[src/rtl/txn_pkg.sv]
// txn_pkg: state encoding, error codes and a width helper shared by the
// transaction sequencer and its testbench.
package txn_pkg;

    typedef enum logic [2:0] {
        ST_IDLE  = 3'd0,
        ST_LOAD  = 3'd1,
        ST_WAIT  = 3'd2,
        ST_READY = 3'd3,
        ST_TXN   = 3'd4,
        ST_ERROR = 3'd5
    } state_t;

    localparam logic [1:0] ERR_NONE    = 2'd0;
    localparam logic [1:0] ERR_FAIL    = 2'd1;
    localparam logic [1:0] ERR_TIMEOUT = 2'd2;

    // A field index needs at least one bit even when only one field exists.
    function automatic int sel_width(input int n);
        return (n > 1) ? $clog2(n) : 1;
    endfunction

endpackage

[src/rtl/txn_sequencer_if.sv]
// txn_sequencer_if: board-side controls and datapath/animation handshakes of
// the transaction sequencer; the sequencer connects through the slave modport.
interface txn_sequencer_if #(
    parameter int FIELD_W = 1,
    parameter int CNT_W   = 8
) ();

    logic               load_signal;
    logic               start_signal;
    logic               cancel_signal;
    logic               finished_transaction;
    logic               txn_fail;

    logic               load_screen;
    logic               reset_data;
    logic               load_en;
    logic [FIELD_W-1:0] field_sel;
    logic               start_transaction;
    logic               busy;
    logic [1:0]         error_code;
    logic [CNT_W-1:0]   txn_count;

    modport master (
        output load_signal, start_signal, cancel_signal, finished_transaction, txn_fail,
        input  load_screen, reset_data, load_en, field_sel, start_transaction, busy,
               error_code, txn_count
    );

    modport slave (
        input  load_signal, start_signal, cancel_signal, finished_transaction, txn_fail,
        output load_screen, reset_data, load_en, field_sel, start_transaction, busy,
               error_code, txn_count
    );

endinterface

[src/rtl/txn_watchdog.sv]
// txn_watchdog: counts enabled cycles since the last clear and flags expiry
// once TIMEOUT_CYCLES-1 has been reached.
module txn_watchdog #(
    parameter int TIMEOUT_CYCLES = 50000000
) (
    input  logic clk,
    input  logic rst_n,
    input  logic i_clear,
    input  logic i_enable,
    output logic o_expired
);

    localparam int            CW    = (TIMEOUT_CYCLES > 1) ? $clog2(TIMEOUT_CYCLES) : 1;
    localparam logic [CW-1:0] LIMIT = CW'(TIMEOUT_CYCLES - 1);

    logic [CW-1:0] r_count;

    // NOTE: sequential state uses non-blocking assignments so every flop samples pre-edge values.
    always_ff @(posedge clk or negedge rst_n) begin
        if (!rst_n) begin
            r_count <= '0;
        end else if (i_clear) begin
            r_count <= '0;
        end else if (i_enable && (r_count != LIMIT)) begin
            r_count <= r_count + 1'b1;
        end
    end

    assign o_expired = i_enable && (r_count == LIMIT);

endmodule

[src/rtl/txn_sequencer.sv]
// txn_sequencer: Moore FSM sequencing NUM_FIELDS field loads, a transaction
// run and error reporting. Define TXN_TIMEOUT_EN to add the TXN watchdog.
module txn_sequencer
    import txn_pkg::*;
#(
    parameter int NUM_FIELDS = 2,
    parameter int FIELD_W    = txn_pkg::sel_width(NUM_FIELDS),
    parameter int CNT_W      = 8
`ifdef TXN_TIMEOUT_EN
    ,
    parameter int TIMEOUT_CYCLES = 50000000
`endif
) (
    input  logic           clock,
    input  logic           resetn,
    txn_sequencer_if.slave bus
);

    localparam logic [FIELD_W-1:0] K_LAST = FIELD_W'(NUM_FIELDS - 1);

    state_t             r_state, w_next_state;
    logic [FIELD_W-1:0] r_k, w_next_k;
    logic               r_first_load;
    logic [1:0]         r_error_code, w_next_error;
    logic [CNT_W-1:0]   r_txn_count;
    logic               w_count_inc;
    logic               w_expired;

`ifdef TXN_TIMEOUT_EN
    // Held clear outside TXN, so the count restarts from zero on every entry.
    txn_watchdog #(.TIMEOUT_CYCLES(TIMEOUT_CYCLES)) u_watchdog (
        .clk       (clock),
        .rst_n     (resetn),
        .i_clear   (r_state != ST_TXN),
        .i_enable  (r_state == ST_TXN),
        .o_expired (w_expired)
    );
`else
    assign w_expired = 1'b0;
`endif

    always_ff @(posedge clock or negedge resetn) begin
        if (!resetn) r_state <= ST_IDLE;
        else         r_state <= w_next_state;
    end

    // NOTE: every always_comb output gets a default first so no path can infer a latch.
    always_comb begin
        w_next_state = r_state;
        w_next_k     = r_k;
        w_next_error = r_error_code;
        w_count_inc  = 1'b0;
        unique case (r_state)
            ST_IDLE: begin
                if (bus.load_signal) begin
                    w_next_state = ST_LOAD;
                    w_next_k     = '0;
                end
            end
            ST_LOAD: begin
                if (bus.cancel_signal) begin
                    w_next_state = ST_IDLE;
                    w_next_k     = '0;
                end else if (!bus.load_signal) begin
                    if (r_k < K_LAST) begin
                        w_next_state = ST_WAIT;
                        w_next_k     = r_k + 1'b1;
                    end else begin
                        w_next_state = ST_READY;
                    end
                end
            end
            ST_WAIT: begin
                if (bus.cancel_signal) begin
                    w_next_state = ST_IDLE;
                    w_next_k     = '0;
                end else if (bus.load_signal) begin
                    w_next_state = ST_LOAD;
                end
            end
            ST_READY: begin
                if (bus.cancel_signal) begin
                    w_next_state = ST_IDLE;
                    w_next_k     = '0;
                end else if (bus.start_signal) begin
                    w_next_state = ST_TXN;
                end
            end
            ST_TXN: begin
                // A completion in the expiry cycle still counts as a completion.
                if (bus.finished_transaction) begin
                    if (bus.txn_fail) begin
                        w_next_state = ST_ERROR;
                        w_next_error = ERR_FAIL;
                    end else begin
                        w_next_state = ST_IDLE;
                        w_next_k     = '0;
                        w_count_inc  = 1'b1;
                    end
                end else if (w_expired) begin
                    w_next_state = ST_ERROR;
                    w_next_error = ERR_TIMEOUT;
                end
            end
            ST_ERROR: begin
                if (bus.start_signal) begin
                    w_next_state = ST_IDLE;
                    w_next_error = ERR_NONE;
                    w_next_k     = '0;
                end
            end
            default: begin
                w_next_state = ST_IDLE;
                w_next_k     = '0;
            end
        endcase
    end

    always_ff @(posedge clock or negedge resetn) begin
        if (!resetn) begin
            r_k          <= '0;
            r_first_load <= 1'b0;
            r_error_code <= ERR_NONE;
            r_txn_count  <= '0;
        end else begin
            r_k          <= w_next_k;
            r_first_load <= (r_state == ST_IDLE) && (w_next_state == ST_LOAD);
            r_error_code <= w_next_error;
            if (w_count_inc && (r_txn_count != {CNT_W{1'b1}})) begin
                r_txn_count <= r_txn_count + 1'b1;
            end
        end
    end

    assign bus.load_screen       = (r_state == ST_IDLE) || (r_state == ST_ERROR);
    assign bus.reset_data        = (r_state == ST_LOAD) && r_first_load;
    assign bus.load_en           = (r_state == ST_LOAD);
    assign bus.field_sel         = ((r_state == ST_LOAD) || (r_state == ST_WAIT)) ? r_k : '0;
    assign bus.start_transaction = (r_state == ST_TXN);
    assign bus.busy              = (r_state != ST_IDLE);
    assign bus.error_code        = r_error_code;
    assign bus.txn_count         = r_txn_count;

endmodule

[src/flat_wrapper.sv]
// flat-port wrapper written by rule: the top's interface ports become plain ports
module txn_sequencer_flat import txn_pkg::*;
#(
    parameter int NUM_FIELDS = 2,
    parameter int FIELD_W    = txn_pkg::sel_width(NUM_FIELDS),
    parameter int CNT_W      = 8

)
  (clock, resetn, bus_load_signal, bus_start_signal, bus_cancel_signal, bus_finished_transaction, bus_txn_fail, bus_load_screen, bus_reset_data, bus_load_en, bus_field_sel, bus_start_transaction, bus_busy, bus_error_code, bus_txn_count);
  txn_sequencer_if #(.FIELD_W(FIELD_W), .CNT_W(CNT_W)) bus_i ();
  input  logic clock;
  input  logic resetn;
  input wire logic [$bits(bus_i.load_signal)-1:0] bus_load_signal;
  input wire logic [$bits(bus_i.start_signal)-1:0] bus_start_signal;
  input wire logic [$bits(bus_i.cancel_signal)-1:0] bus_cancel_signal;
  input wire logic [$bits(bus_i.finished_transaction)-1:0] bus_finished_transaction;
  input wire logic [$bits(bus_i.txn_fail)-1:0] bus_txn_fail;
  output wire logic [$bits(bus_i.load_screen)-1:0] bus_load_screen;
  output wire logic [$bits(bus_i.reset_data)-1:0] bus_reset_data;
  output wire logic [$bits(bus_i.load_en)-1:0] bus_load_en;
  output wire logic [$bits(bus_i.field_sel)-1:0] bus_field_sel;
  output wire logic [$bits(bus_i.start_transaction)-1:0] bus_start_transaction;
  output wire logic [$bits(bus_i.busy)-1:0] bus_busy;
  output wire logic [$bits(bus_i.error_code)-1:0] bus_error_code;
  output wire logic [$bits(bus_i.txn_count)-1:0] bus_txn_count;
  assign bus_i.load_signal = bus_load_signal;
  assign bus_i.start_signal = bus_start_signal;
  assign bus_i.cancel_signal = bus_cancel_signal;
  assign bus_i.finished_transaction = bus_finished_transaction;
  assign bus_i.txn_fail = bus_txn_fail;
  assign bus_load_screen = bus_i.load_screen;
  assign bus_reset_data = bus_i.reset_data;
  assign bus_load_en = bus_i.load_en;
  assign bus_field_sel = bus_i.field_sel;
  assign bus_start_transaction = bus_i.start_transaction;
  assign bus_busy = bus_i.busy;
  assign bus_error_code = bus_i.error_code;
  assign bus_txn_count = bus_i.txn_count;
  txn_sequencer #(.NUM_FIELDS(NUM_FIELDS), .FIELD_W(FIELD_W), .CNT_W(CNT_W)) u_core (.clock(clock), .resetn(resetn), .bus(bus_i));
endmodule
[config.mk]
export PLATFORM = sky130hd
export DESIGN_NAME = txn_sequencer_flat
export DESIGN_NICKNAME = d
export VERILOG_FILES = /design/src/rtl/txn_pkg.sv /design/src/rtl/txn_sequencer_if.sv /design/src/rtl/txn_watchdog.sv /design/src/rtl/txn_sequencer.sv /design/src/flat_wrapper.sv
export SDC_FILE = /design/constraint.sdc
export NUM_CORES = 1
export LEC_CHECK = 0
export ABC_CLOCK_PERIOD_IN_PS = 3300
export BUFFER_PORTS_ARGS = -buffer_cell sky130_fd_sc_hd__buf_2
export CORE_ASPECT_RATIO = 1.2
export CORE_MARGIN = 3
export CORE_UTILIZATION = 45
export DETAILED_ROUTE_END_ITERATION = 7
export PLACE_DENSITY = 0.72
export SLEW_MARGIN = 20
export SYNTH_ARGS = -nofsm -noshare
export SYNTH_HDL_FRONTEND = slang
export SYNTH_HIERARCHICAL = 1
export SYNTH_SLANG_ARGS = --single-unit
[constraint.sdc]
create_clock -name clock -period 3.3 [get_ports clock]
set_input_delay 0.33 -clock clock [delete_from_list [all_inputs] [get_ports clock]]
set_output_delay 0.33 -clock clock [all_outputs]
set_load 0.02 [all_outputs]
==> impl_table.tex, run 1 <==
\begin{tabular}{lr}
\hline
Metric & Value \\
\hline
\multicolumn{2}{l}{\textbf{Worst setup path}} \\
\quad CP delay by family, top & flip-flops \\
\quad Reg2Reg Depth & 4 \\
\quad Master of the slowest instance on the critical path & dfrtp\_1 \\
\quad Cell count along the critical path & 3 \\
\quad Required time at the worst-slack endpoint & 2.97 ns \\
\quad Setup Crit Path Kind & flip-flop to output pin \\
\quad Worst Setup Start Kind & flip-flop \\
\quad Critical path cell sequence & nor3b\_1 -> and2\_1 -> buf\_2 \\
\quad Category of the worst setup path capture point & output pin \\
\quad Delay of the slowest critical-path stage & 0.68 ns \\
\quad Data arrival, critical path & 1.56 ns \\
\quad Buf/Inv on CP & 1 \\
\quad Maximum fanout along the worst path & 15 \\
\multicolumn{2}{l}{\textbf{Detailed routing}} \\
\quad Antenna Nets Post-Route & 0 \\
\quad Per-cell via count in the routed design & between 5 and 6 \\
\quad Number of DRC markers in iteration 0 & 36 \\
\quad Post-DR wirelength/cell & 14.3 µm \\
\quad Number of DRC violations after detailed routing & 0 \\
\quad Initial DRT Pass Iterations & 4 \\
\quad Total detailed-routing wirelength & $\sim$1.8 mm \\
\quad Via count & 735 \\
\multicolumn{2}{l}{\textbf{Timing}} \\
\quad Final critical-path setup slack & 1.41 ns \\
\quad Final hold violations & 0 \\
\quad Final sum of negative setup slack & 0 ns \\
\quad Relative slew slack & 0.648 \\
\quad Min Tclk post-route & 1.89 ns \\
\quad Post-route clock period utilization & 0.573 \\
\quad Final setup vio count & 0 \\
\quad Peak Freq & about 0.53 GHz \\
\quad RSZ-0062 raised after global routing & no \\
\quad Clock skew after layout & $\sim$0.0068 ns \\
\quad Worst Tran Pin Value & between 0.5 and 0.6 ns \\
\quad Number of slew-limit violations in the final report & 0 \\
\multicolumn{2}{l}{\textbf{Placed design}} \\
\quad Placed wire-length estimate after detailed placement & $\sim$1.3 mm \\
\quad Global placement routability congestion & roughly 0.79 \\
\quad Total of buffers placed on input and output ports & 21 \\
\quad Place WS & between 1.5 and 2 ns \\
\multicolumn{2}{l}{\textbf{Run}} \\
\quad Max Cap Violations & 0 \\
\multicolumn{2}{l}{\textbf{Die}} \\
\quad Die width & 44.6 µm \\
\quad Count of standard-cell rows & 16 \\
\quad Die Footprint & between 0.002 and 0.0025 mm² \\
\quad Count of boundary I/O pins & 23 \\
\quad Die outline height & approximately 52 µm \\
\quad Placeable Area & 0.00166 mm² \\
\quad Effective utilization at floorplan & 0.483 \\
\multicolumn{2}{l}{\textbf{Power}} \\
\quad Largest vdd supply drop & roughly 0.00036 V \\
\quad Reported leakage power & 0.000467 µW \\
\quad Relative contribution of combinational cells to total power & 0.376 \\
\quad Share of power burned in registers & 0.450 \\
\quad Power after layout & roughly 560 µW \\
\quad Net Sw Frac & 0.416 \\
\quad Internal Pwr Total & between 300 and 400 µW \\
\quad Clock Power Share & 0.174 \\
\quad Switching power & about 230 µW \\
\quad PwrDens & between 500 and 600 mW/mm² \\
\multicolumn{2}{l}{\textbf{Global routing}} \\
\quad Number of antenna violations at the first check in global routing & 0 \\
\quad Pin count of the biggest net entering global routing & 16 \\
\quad Overflow after GRT & 0 \\
\quad First-pass GRT wire length & 2.88 mm \\
\quad Vias in the first global route & between 600 and 700 \\
\quad GRT Resource Usage Total & 0.167 \\
\multicolumn{2}{l}{\textbf{Synthesis}} \\
\quad Register area share after synthesis & 0.436 \\
\quad Count leader, synth & dfrtp\_1 \\
\quad Synth Net Count & 94 \\
\quad Number of register bits inferred by synthesis & 14 \\
\quad Yosys top cell area share & 0.436 \\
\quad Post-synth EDFFs & 0 \\
\quad Async set-reset flop share out of synthesis & 1.00 \\
\quad Most instantiated cells after synthesis & dfrtp\_1 (14), nor2\_1 (9), nand3\_1 (7) \\
\quad Largest area contributor in the synthesized netlist & dfrtp\_1 \\
\quad Mapped Cells & 86 \\
\quad Synth area leaders & dfrtp\_1 (44\%), mux2\_2 (5.6\%), nand3\_1 (4.4\%) \\
\quad Ys Warns & 6 \\
\quad Post-Synthesis Cell Area & around 800 µm² \\
\quad Per-instance average area after synthesis & just over 9 µm² \\
\quad Synth cell types & 34 \\
\quad Dominant synthesized flop cell & dfrtp\_1 \\
\multicolumn{2}{l}{\textbf{Clocking}} \\
\quad Level count of the clock H-tree & 1 \\
\quad Clock root cell & clkbuf\_4 \\
\quad Clock sinks & 14 \\
\quad Clock transition at path regs & 0.09 ns \\
\quad TritonCTS buffer count & 3 \\
\quad CTS tree & built \\
\quad Clock network latency to the later pin of the worst-skew pair & around 0.28 ns \\
\quad Clock tree buffer depth & 2 \\
\multicolumn{2}{l}{\textbf{Layout}} \\
\quad Post-layout util & 0.568 \\
\quad Ant. Diodes & 0 \\
\quad Number of fill cells & roughly 150 \\
\quad Synth-to-layout area growth & 17.4\% \\
\quad NumNets Final & between 100 and 150 \\
\quad Share of layout cells above drive strength 1 & 0.280 \\
\multicolumn{2}{l}{\textbf{Min path}} \\
\quad Min-Delay Path Depth & 2 \\
\quad Worst hold path type & input port to flip-flop \\
\multicolumn{2}{l}{\textbf{Run status}} \\
\quad Run status & complete, no violations \\
\hline
\end{tabular}
power by group through the flow:
stage | clock (µW) | sequential [µW] | combinational [µW]
floorplan | 0 | 230 | 173
global placement | 0 | 251 | 206
detailed placement | 0 | 255 | 208
CTS | 102 | 251 | 211
global route | 106 | 257 | 232
finish | 97.7 | 252 | 211
metrics by stage:
step	hold WS, ns	area, µm²	cells
finish	0.306	943	125
global route	0.310	943	125
CTS	0.288	943	125
detailed placement	0.249	911	121
global placement	0.243	911	121
floorplan	0.0344	803	86
area by class of cell:
class | count | area [µm²] | share of cell area
Tap cell | 18 | 22.5 | 0.0239
Timing Repair Buffer | 22 | 115 | 0.122
Inverter | 3 | 11.3 | 0.0119
Sequential cell | 14 | 350 | 0.371
Multi-Input combinational cell | 65 | 422 | 0.447
Clock buffer | 3 | 22.5 | 0.0239
cells in the final DEF (no fill, tap or decap), types with 2 or more instances in the layout:
cell type  instances
nor2_1             9
and4_1             3
mux2_2             4
nor3_1             3
xnor2_1            2
nand2_1            6
nor2b_1            4
a21oi_1            4
dfrtp_1           14
nand3_1            7
clkbuf_4           3
o21a_1             2
buf_2             21
o21ai_0            2
a31oi_1            2
inv_1              3
cell families (layout without fill, tap and decap cells):
group / after synthesis / in the layout / synth area share
AO/OA/AOI/OAI: 15 / 15 / 0.120
XOR/XNOR: 3 / 3 / 0.0327
adder cells (fa/ha/maj): 1 / 1 / 0.0156
buffers and inverters: 7 / 28 / 0.0389
flip-flops: 14 / 14 / 0.436
multiplexers: 6 / 6 / 0.0826
other: 1 / 1 / 0.00467
AND/OR/NAND/NOR: 39 / 39 / 0.269
registers in the layout, indices dropped and copies added (netlist names):
signal / cells
u_core/r_first_load: 1
u_core/r_k: 1
u_core/r_state: 3
u_core/bus.txn_count: 8
u_core/bus.error_code: 1
worst register-to-register path: cells and delay by family (launching register included):
family	cells	cell delay, ns
mux	1	0.32
simple gates	3	0.81
flops	1	0.58
what timing repair did:
action                                 CTS  global route
gates resized for setup                  0             0
hold buffers                             1             0
buffers inserted                         0             0
endpoints found under the hold margin   14             0
worst paths after layout:
check / start / end / slack (ns)
max in group asynchronous: resetn / u_core/bus.txn_count[5] / 2.58
min in group asynchronous: resetn / u_core/r_state[2] / 0.48
setup reg to reg: u_core/r_state[0] / u_core/bus.txn_count[5] / 1.47
setup / recovery: u_core/r_state[0] / bus_reset_data / 1.41
hold reg to reg: u_core/bus.txn_count[0] / u_core/bus.txn_count[0] / 0.54
hold / removal: bus_cancel_signal / u_core/r_state[1] / 0.31
routing by layer:
metal / part of all wire / GRT usage
met2: 0.52 / 0.294
met3: 0.070 / 0.0344
met4: 0.0095 / 0.0704
met1: 0.40 / 0.188
met5: 0 / 0
(Power assumes the default switching activity.)
==> inputs of run 2 (changes only) <==
Settings changed: ABC_CLOCK_PERIOD_IN_PS 3300 to 1650, PLACE_DENSITY 0.72 to 0.74.
Clock period 3.3 ns to 1.65 ns, I/O delays scaled along.
==> impl_table.tex, run 2 (synthesis results as in run 1) <==
\begin{tabular}{lr}
\hline
Metric & Value \\
\hline
\multicolumn{2}{l}{\textbf{Run status}} \\
\quad Run status & complete, no violations \\
\multicolumn{2}{l}{\textbf{Worst setup path}} \\
\quad Required time at the worst-slack endpoint & 1.48 ns (-1.49 ns) \\
\quad Reg2Reg Setup Slack & 0.12 ns (-1.35 ns) \\
\quad Maximum fanout along the worst path & 12 (-3) \\
\quad Data arrival, critical path & 1.42 ns (-0.14 ns) \\
\quad Category of the worst setup path capture point & output pin \\
\quad Worst Setup Start Kind & flip-flop \\
\quad Setup Crit Path Kind & flip-flop to output pin \\
\multicolumn{2}{l}{\textbf{Global routing}} \\
\quad Vias in the first global route & 660 (-4.8\%) \\
\quad Number of antenna violations at the first check in global routing & 0 (unchanged) \\
\quad GRT Resource Usage Total & 0.168 (+0.00166) \\
\quad Pin count of the biggest net entering global routing & 15 (-1) \\
\quad Overflow after GRT & 0 (unchanged) \\
\quad First-pass GRT wire length & 2.83 mm (-1.7\%) \\
\multicolumn{2}{l}{\textbf{Detailed routing}} \\
\quad Per-cell via count in the routed design & 5.53 (-5.9\%) \\
\quad Number of DRC violations after detailed routing & 0 (unchanged) \\
\quad Initial DRT Pass Iterations & 4 (unchanged) \\
\quad Post-DR wirelength/cell & 13.1 µm (-8.8\%) \\
\quad Via count & 719 (-2.2\%) \\
\quad Total detailed-routing wirelength & 1.70 mm (-5.1\%) \\
\quad Number of DRC markers in iteration 0 & 10 (-72\%) \\
\quad Antenna Nets Post-Route & 0 (unchanged) \\
\multicolumn{2}{l}{\textbf{Clocking}} \\
\quad CTS tree & built \\
\quad Clock root cell & clkbuf\_4 \\
\quad Clock sinks & 14 (unchanged) \\
\quad TritonCTS buffer count & 3 (unchanged) \\
\quad Clock network latency to the later pin of the worst-skew pair & 0.27 ns (about the same) \\
\quad Clock tree buffer depth & 2 (unchanged) \\
\quad Post-CTS setup buffers & 0 (unchanged) \\
\quad Level count of the clock H-tree & 1 (unchanged) \\
\quad Clock transition at path regs & 0.08 ns (about the same) \\
\multicolumn{2}{l}{\textbf{Layout}} \\
\quad Storage cell area & 352 µm² (+0.36\%) \\
\quad Area of the multi-input gates & 429 µm² (+1.8\%) \\
\quad Number of fill cells & 160 (+8.8\%) \\
\quad NumNets Final & 121 (+3.4\%) \\
\quad Share of layout cells above drive strength 1 & 0.339 (+0.0589) \\
\quad Commonest non-fill, non-tap cells in the layout & buf\_2 (21), dfrtp\_1 (13), nor2\_1 (9) \\
\quad Ant. Diodes & 0 (unchanged) \\
\quad Flip-flop count of the largest register after layout & 8 (unchanged) \\
\quad Commonest non-fill, non-tap cell in the layout & buf\_2 \\
\quad Area of all placed cells without fillers & 0.00100 mm² (+6.4\%) \\
\quad Filler-free cell count of the finished design & 130 (+4.0\%) \\
\quad Post-layout util & 0.604 (+0.0361) \\
\quad Synth-to-layout area growth & 24.9\% \\
\multicolumn{2}{l}{\textbf{Timing}} \\
\quad Number of slew-limit violations in the final report & 0 (unchanged) \\
\quad Peak Freq & roughly 0.63 GHz \\
\quad Min Tclk post-route & between 1.5 and 2 ns \\
\quad Clock skew after layout & 0.00208 ns (-0.00471 ns) \\
\quad RSZ-0062 raised after global routing & yes \\
\quad Final setup vio count & 0 (unchanged) \\
\quad Post-route clock period utilization & 0.960 \\
\quad Final hold violations & 0 (unchanged) \\
\multicolumn{2}{l}{\textbf{Die}} \\
\quad Die width & 44.6 µm (unchanged) \\
\quad Count of standard-cell rows & 16 (unchanged) \\
\quad Count of boundary I/O pins & 23 (unchanged) \\
\quad Die Footprint & 0.00233 mm² (unchanged) \\
\quad Die outline height & 52.3 µm (unchanged) \\
\quad Effective utilization at floorplan & 0.483 (unchanged) \\
\quad Placeable Area & 0.00166 mm² (unchanged) \\
\multicolumn{2}{l}{\textbf{Power}} \\
\quad Internal Pwr Total & 751 µW (+130\%) \\
\quad PwrDens & 1210 mW/mm² (+100\%) \\
\quad Largest vdd supply drop & 0.000778 V (+110\%) \\
\quad Switching power & 463 µW (+99\%) \\
\quad Net Sw Frac & 0.381 (-0.0345) \\
\quad Reported leakage power & 0.000499 µW (+7.0\%) \\
\quad Power after layout & 1210 µW (+120\%) \\
\quad Relative contribution of combinational cells to total power & 0.442 (+0.066) \\
\quad Clock Power Share & 0.195 (+0.021) \\
\quad Share of power burned in registers & 0.363 (-0.087) \\
\multicolumn{2}{l}{\textbf{Min path}} \\
\quad Worst hold path type & input port to flip-flop \\
\multicolumn{2}{l}{\textbf{Placed design}} \\
\quad Placed wire-length estimate after detailed placement & 1.26 mm (-0.41\%) \\
\quad Dpl cells & 125 (+3.3\%) \\
\quad Global placement routability congestion & 0.855 (+7.6\%) \\
\quad Placed inst area & 946 µm² (+3.8\%) \\
\quad Total of buffers placed on input and output ports & 21 (unchanged) \\
\multicolumn{2}{l}{\textbf{Run}} \\
\quad Max Cap Violations & 0 (unchanged) \\
\hline
\end{tabular}
run 2: final cells by class:
| class | count | share of cell area |
|---|---|---|
| Clock buffer | 4 | 0.0362 |
| Inverter | 3 | 0.0112 |
| Multi-Input combinational cell | 65 | 0.428 |
| Sequential cell | 14 | 0.350 |
| Tap cell | 18 | 0.0224 |
| Timing Repair Buffer | 26 | 0.152 |
run 2: repair_timing:
action / CTS / global route
hold endpoints to repair: 14 / 0
setup endpoints to repair: 0 / 3
hold buffers: 1 / 0
resized for setup: 0 / 4
run 2: critical path, cell delays in order, from the launching register on:
cell and delay, ns:
dfrtp_1 0.43, buf_6 0.17, or3_1 0.38, buf_2 0.17
run 2: worst paths after layout:
| check | start | to | depth (start not counted) |
|---|---|---|---|
| max | u_core/r_state[1] | bus_busy | 3 |
| min | bus_cancel_signal | u_core/r_state[1] | 2 |
| max reg2reg | u_core/r_state[1] | u_core/bus.txn_count[5] | 4 |
| min reg2reg | u_core/bus.txn_count[0] | u_core/bus.txn_count[0] | 1 |
| max in group asynchronous | resetn | u_core/bus.txn_count[2] | 2 |
| min in group asynchronous | resetn | u_core/bus.txn_count[1] | 2 |
run 2: power groups by stage:
stage	logic, µW	clock network (µW)	registers (µW)
2_1_floorplan	352	0	459
3_3_place_gp	515	0	440
3_5_place_dp	523	0	443
4_1_cts	530	249	437
5_1_grt	595	268	448
6_report	536	237	441
run 2: through the flow:
stage	TNS, ns	hold slack [ns]	worst slack [ns]
global placement	0	0.0779	0.195
CTS	0	0.110	0.0205
floorplan	-0.00946	-0.131	-0.00946
detailed placement	0	0.0789	0.130
finish	0	0.122	0.0657
global route	-0.0137	0.110	-0.0137
run 2: per-layer routing:
layer | wire length, µm | vias up | global-route usage
met4 | 8 | 0 | 0.0905
li1 | - | 358 | -
met1 | 701 | 342 | 0.193
met2 | 912 | 17 | 0.287
met5 | 0 | - | 0
met3 | 76 | 2 | 0.0309
